**config.mk**
```make
export PLATFORM = sky130hd
export DESIGN_NAME = pwm_capture
export DESIGN_NICKNAME = d
export VERILOG_FILES = /design/src/rtl/pwm_capture.sv
export SDC_FILE = /design/constraint.sdc
export NUM_CORES = 1
export LEC_CHECK = 0
export CAP_MARGIN = 20
export CORE_AREA = 2 2 156 158
export CTS_CLUSTER_SIZE = 25
export DETAILED_ROUTE_END_ITERATION = 6
export DIE_AREA = 0 0 158 160
export SYNTH_ARGS = -nofsm -noshare
export SYNTH_HDL_FRONTEND = slang
export SYNTH_SLANG_ARGS = --single-unit
export TNS_END_PERCENT = 100
```
**constraint.sdc**
```tcl
create_clock -name clk -period 2.56 [get_ports clk]
set_input_delay 0.512 -clock clk [delete_from_list [all_inputs] [get_ports clk]]
set_output_delay 0.512 -clock clk [all_outputs]
set_load 0.02 [all_outputs]
```
**src/rtl/pwm_capture.sv**
```systemverilog
// ---------------------------------------------------------------------------
// pwm_capture
//
// Measures the period and high time of a square / PWM waveform in clk cycles.
// Each rising edge of the input closes one measurement: period_out and
// high_out are loaded and valid pulses for one cycle. When no rising edge
// arrives for TIMEOUT cycles the outputs are cleared and stalled is raised.
// stalled stays high until the next measurement.
//
// The first rising edge after reset or after a timeout only arms the block,
// so the first valid needs two rising edges.
//
// Build option (macro): PWM_CAPTURE_SYNC_EN
//   defined   : pwm_in goes through a two-flop synchroniser
//               (asynchronous / off-chip source, +1 cycle latency)
//   undefined : pwm_in goes through a single register
//               (source must be in the clk domain)
//   The measured values are identical in both builds.
//
// Parameters
//   WIDTH   : width of the counters and of the measurement outputs
//   TIMEOUT : cycles without a rising edge before stalled asserts
//             (2 <= TIMEOUT < 2**WIDTH - 1)
//
// Ports
//   clk        in   clock, rising edge active
//   reset_n    in   asynchronous active-low reset
//   pwm_in     in   waveform to measure
//   period_out out  cycles between the last two rising edges
//   high_out   out  cycles high within that period
//   valid      out  one-cycle pulse when period_out/high_out update
//   stalled    out  level, high while the input has timed out
// ---------------------------------------------------------------------------
module pwm_capture #(
    parameter int WIDTH   = 32,
    parameter int TIMEOUT = 1_000_000
) (
    input  logic             clk,
    input  logic             reset_n,
    input  logic             pwm_in,
    output logic [WIDTH-1:0] period_out,
    output logic [WIDTH-1:0] high_out,
    output logic             valid,
    output logic             stalled
);

    localparam logic [WIDTH-1:0] TIMEOUT_W = WIDTH'(TIMEOUT);
    localparam logic [WIDTH-1:0] ONE_W     = WIDTH'(1);

    typedef enum logic {
        IDLE    = 1'b0,
        MEASURE = 1'b1
    } state_t;

    // Input stage. All input flops reset to 1 so that an input already high
    // at reset release is not mistaken for a rising edge.
    logic r_sample;
    logic r_sample_d;

`ifdef PWM_CAPTURE_SYNC_EN
    logic r_sync_meta;

    always_ff @(posedge clk or negedge reset_n) begin
        if (!reset_n) begin
            r_sync_meta <= 1'b1;
            r_sample    <= 1'b1;
        end else begin
            r_sync_meta <= pwm_in;
            r_sample    <= r_sync_meta;
        end
    end
`else
    always_ff @(posedge clk or negedge reset_n) begin
        if (!reset_n) begin
            r_sample <= 1'b1;
        end else begin
            r_sample <= pwm_in;
        end
    end
`endif

    always_ff @(posedge clk or negedge reset_n) begin
        if (!reset_n) begin
            r_sample_d <= 1'b1;
        end else begin
            r_sample_d <= r_sample;
        end
    end

    logic w_rise;
    assign w_rise = r_sample & ~r_sample_d;

    // Measurement state machine with registered outputs.
    state_t           r_state;
    logic [WIDTH-1:0] r_cnt;
    logic [WIDTH-1:0] r_hi;
    logic [WIDTH-1:0] r_period_out;
    logic [WIDTH-1:0] r_high_out;
    logic             r_valid;
    logic             r_stalled;

    always_ff @(posedge clk or negedge reset_n) begin
        if (!reset_n) begin
            r_state      <= IDLE;
            r_cnt        <= '0;
            r_hi         <= '0;
            r_period_out <= '0;
            r_high_out   <= '0;
            r_valid      <= 1'b0;
            r_stalled    <= 1'b0;
        end else begin
            r_valid <= 1'b0;
            case (r_state)
                IDLE: begin
                    // First edge only arms; there is no previous edge to
                    // measure from.
                    if (w_rise) begin
                        r_cnt   <= ONE_W;
                        r_hi    <= ONE_W;
                        r_state <= MEASURE;
                    end
                end
                MEASURE: begin
                    if (w_rise) begin
                        r_period_out <= r_cnt;
                        r_high_out   <= r_hi;
                        r_valid      <= 1'b1;
                        r_stalled    <= 1'b0;
                        r_cnt        <= ONE_W;
                        r_hi         <= ONE_W;
                    end else if (r_cnt == TIMEOUT_W) begin
                        r_period_out <= '0;
                        r_high_out   <= '0;
                        r_stalled    <= 1'b1;
                        r_state      <= IDLE;
                    end else begin
                        // cnt is capped by TIMEOUT and hi <= cnt, so neither
                        // counter can wrap.
                        r_cnt <= r_cnt + ONE_W;
                        r_hi  <= r_hi + {{(WIDTH-1){1'b0}}, r_sample};
                    end
                end
                default: r_state <= IDLE;
            endcase
        end
    end

    assign period_out = r_period_out;
    assign high_out   = r_high_out;
    assign valid      = r_valid;
    assign stalled    = r_stalled;

endmodule

```
==> results.md, run 1 <==
* Cells after Synth at 535
* DR pass1 iterations at 4
* First-pass GRT wire length at 24810 µm
* Max-slew headroom at 54.74%
* Worst skew pair latency at 0.42 ns
* CTS Buf Count at 17
* Fill cells at 2397
* Power Total at 5.399 mW
* Layout cells sized above 1 at 14.66%
* Clock Tree Buf Depth at 2
* Cell area after layout at 0.007953 mm²
* Clk slew on worst S/H paths at 0.06 ns
* Post-route ant nets at 0
* Cells after DPL at 929
* Non-Filler Instances at 972
* Power per cell area at 678.9 mW/mm²
* Violated checks: negative setup slack
* CP Capture Point: r_cnt[5]$_DFFE_PN0P_
* Sink Count at 133
* Mean Syn Cell Area at 10.93 µm²
* Post-synth top area cell: dfrtp_1
* Final Hold Viols at 0
* DRT iter0 DRCs at 322
* Ant diodes at 0
* R2R setup slack at -0.03 ns
* Pre-CTS setup slack at -0.01685 ns
* Ys Warns at 0
* Worst reg2reg path startpoint: r_cnt[0]$_DFFE_PN0P_
* Crit path required time at 2.83 ns
* Max-Cap Viols at 0
* Seq/Total Area, Yosys at 56.94%
* Fmax at 0.3856 GHz
* VDD IR max at 0.0004324 V
* Final period utilization at 101.3%
* All-layer global routing usage at 12.39%
* Share of the core filled with cells at 33.39%
* Root Driver: clkbuf_16
* Final setup fails at 4
* Post-CTS Hold Buffers at 0
* Count leader, synth: dfrtp_1
* Crit Path Max Fanout at 11
* Min cycle time layout at 2.593 ns
* Avg WL per Cell at 15.78 µm
* Largest net degree at the start of global routing at 70
* Final WL at 15340 µm
* Worst Setup SP: r_cnt[0]$_DFFE_PN0P_
* Min-delay worst type: in2async
* Top cells by area, synth: dfrtp_1 (56%), a22o_1 (9.6%), or3_1 (3.0%)
* Crit. End Element: flop
* Worst Clk Skew at 0.01069 ns
* Leakage power total at 3.326 nW
* Top FF cell, synth: dfrtp_1
* Commonest cells post-synth: dfrtp_1 (131), a22o_1 (64), nor2_1 (35)
* Die Ht at 160 µm
* FF-to-FF End: r_cnt[5]$_DFFE_PN0P_
* Post-placement cell area at 0.007147 mm²
* Nets at 642
* Vias/cell at 4.746
* Port Buffers at 68
* Die ar. at 0.02528 mm²
* RSZ-0062 raised after global routing: yes
* Vias in the first global route at 4518
* DRC viols at 0
* CTS H-tree lvls at 4
* RePlAce Congestion at 0.7582
* Setup ws final at -0.03323 ns
* Core region area at 0.02382 mm²
* Setup TNS at -0.06047 ns
* Die width at 158 µm
* Crit path DAT at 2.86 ns
* Synth cell types at 45
* Max Slew Vio Count at 0
* Post-synth net total at 542
* CTS tree: done
* Post-synthesis register bit count at 133
* Grt ovf at 0
* Min Hold Slack at 0.1026 ns
* Worst setup SP type: flop
* Outcome: complete, but fails checks
* Post-synth EDFFs at 0
* Post-synth top area share at 56.04%
* Initial antenna violation count at 0
* Area grow syn2layout at 35.96%
* HPWL after DPL at 9913 µm
* R2r worst-path depth at 10
* Worst Max-Slew Pin Slew at 0.6789 ns
* Top-Level Pins at 69
* Starting density of the core at 24.56%
* Mapped Area at 0.005849 mm²
* Via Count at 4613
* CP Class: reg2reg
* Asr flop ratio synth at 100.0%
* FP Rows at 57
[critical path: stages (launching register included)]
cell and delay (ns):
dfrtp_1 0.39, inv_2 0.10, ha_4 0.13, or4b_4 0.45, or4_4 0.54, buf_12 0.16, o21ai_4 0.17, buf_4 0.18
clkbuf_16 0.16, or4_1 0.11, a21oi_1 0.06
[worst min-delay path by stage]
stage          cells past startpoint          startpoint                          to
2_1_floorplan                      0             reset_n     high_out[0]$_DFFE_PN0P_
3_3_place_gp                       0  r_sample$_DFF_PN1_        r_sample_d$_DFF_PN1_
3_5_place_dp                       0  r_sample$_DFF_PN1_        r_sample_d$_DFF_PN1_
4_1_cts                            1             reset_n  period_out[13]$_DFFE_PN0P_
5_1_grt                            1             reset_n  period_out[13]$_DFFE_PN0P_
6_report                           1             reset_n  period_out[13]$_DFFE_PN0P_
[power by group]
part	internal, mW	switching [mW]	total (mW)	leakage (nW)
registers	2.20	0.0929	2.29	1.83
clock network	1.62	0.930	2.55	0.290
logic	0.244	0.315	0.558	1.21
total	4.06	1.34	5.40	3.33
[logic make-up after synthesis]
kind of cell,share of synthesized area [%]
simple gates,16.21
compound gates,19.23
flops,56.94
buf+inv,3.102
xor+xnor,3.144
fa+ha+maj,0.8556
mux,0.5134
[placed cells by master, fill, tap and decap left out, types with 14 or more instances in the layout]
cell type and count:
dfrtp_1 131, clkdlybuf4s50_1 67, a22o_1 64, nand2_1 34, nor2_1 34, a21oi_1 32
buf_4 31, or3_1 28, o21ai_0 23, nand3_1 22, clkbuf_16 19, nand4_1 17
xor2_1 14
[what timing repair did]
item,CTS,global route
pin swaps,0,6
setup buffers,0,8
setup endpoints to repair,62,101
resized for setup,2,16
gates cloned,0,3
[final cells by class]
class | count | area, µm² | share of cell area, %
Clock inverter | 10 | 146.4 | 1.841
Multi-Input combinational cell | 361 | 2420 | 30.43
Sequential cell | 133 | 3331 | 41.88
Clock buffer | 22 | 474.2 | 5.963
Inverter | 11 | 41.29 | 0.5192
Tap cell | 324 | 405.4 | 5.098
Timing Repair Buffer | 111 | 1135 | 14.27
[routing by layer]
metal | track usage, % | vias up | share of wire [%]
met5 | 0 | - | 0
met4 | 3.399 | 0 | 1.1
met3 | 3.853 | 11 | 4.0
met2 | 17.98 | 77 | 45
met1 | 17.83 | 2315 | 50
li1 | - | 2210 | -
[registers in the layout (all words and copies together) (netlist names)]
| register | flops |
|---|---|
| r_hi | 32 |
| r_state | 1 |
| stalled | 1 |
| period_out | 32 |
| valid | 1 |
| high_out | 32 |
| r_cnt | 32 |
| r_sample_d | 1 |
| r_sample | 1 |
Note: power is estimated with default switching activity, not from simulation.
==> inputs of run 2 (changes only) <==
SLEW_MARGIN = 25   (was not set)
==> results of run 2 <==
Same layout as run 1: the final DEF is identical, and so are final timing and power.
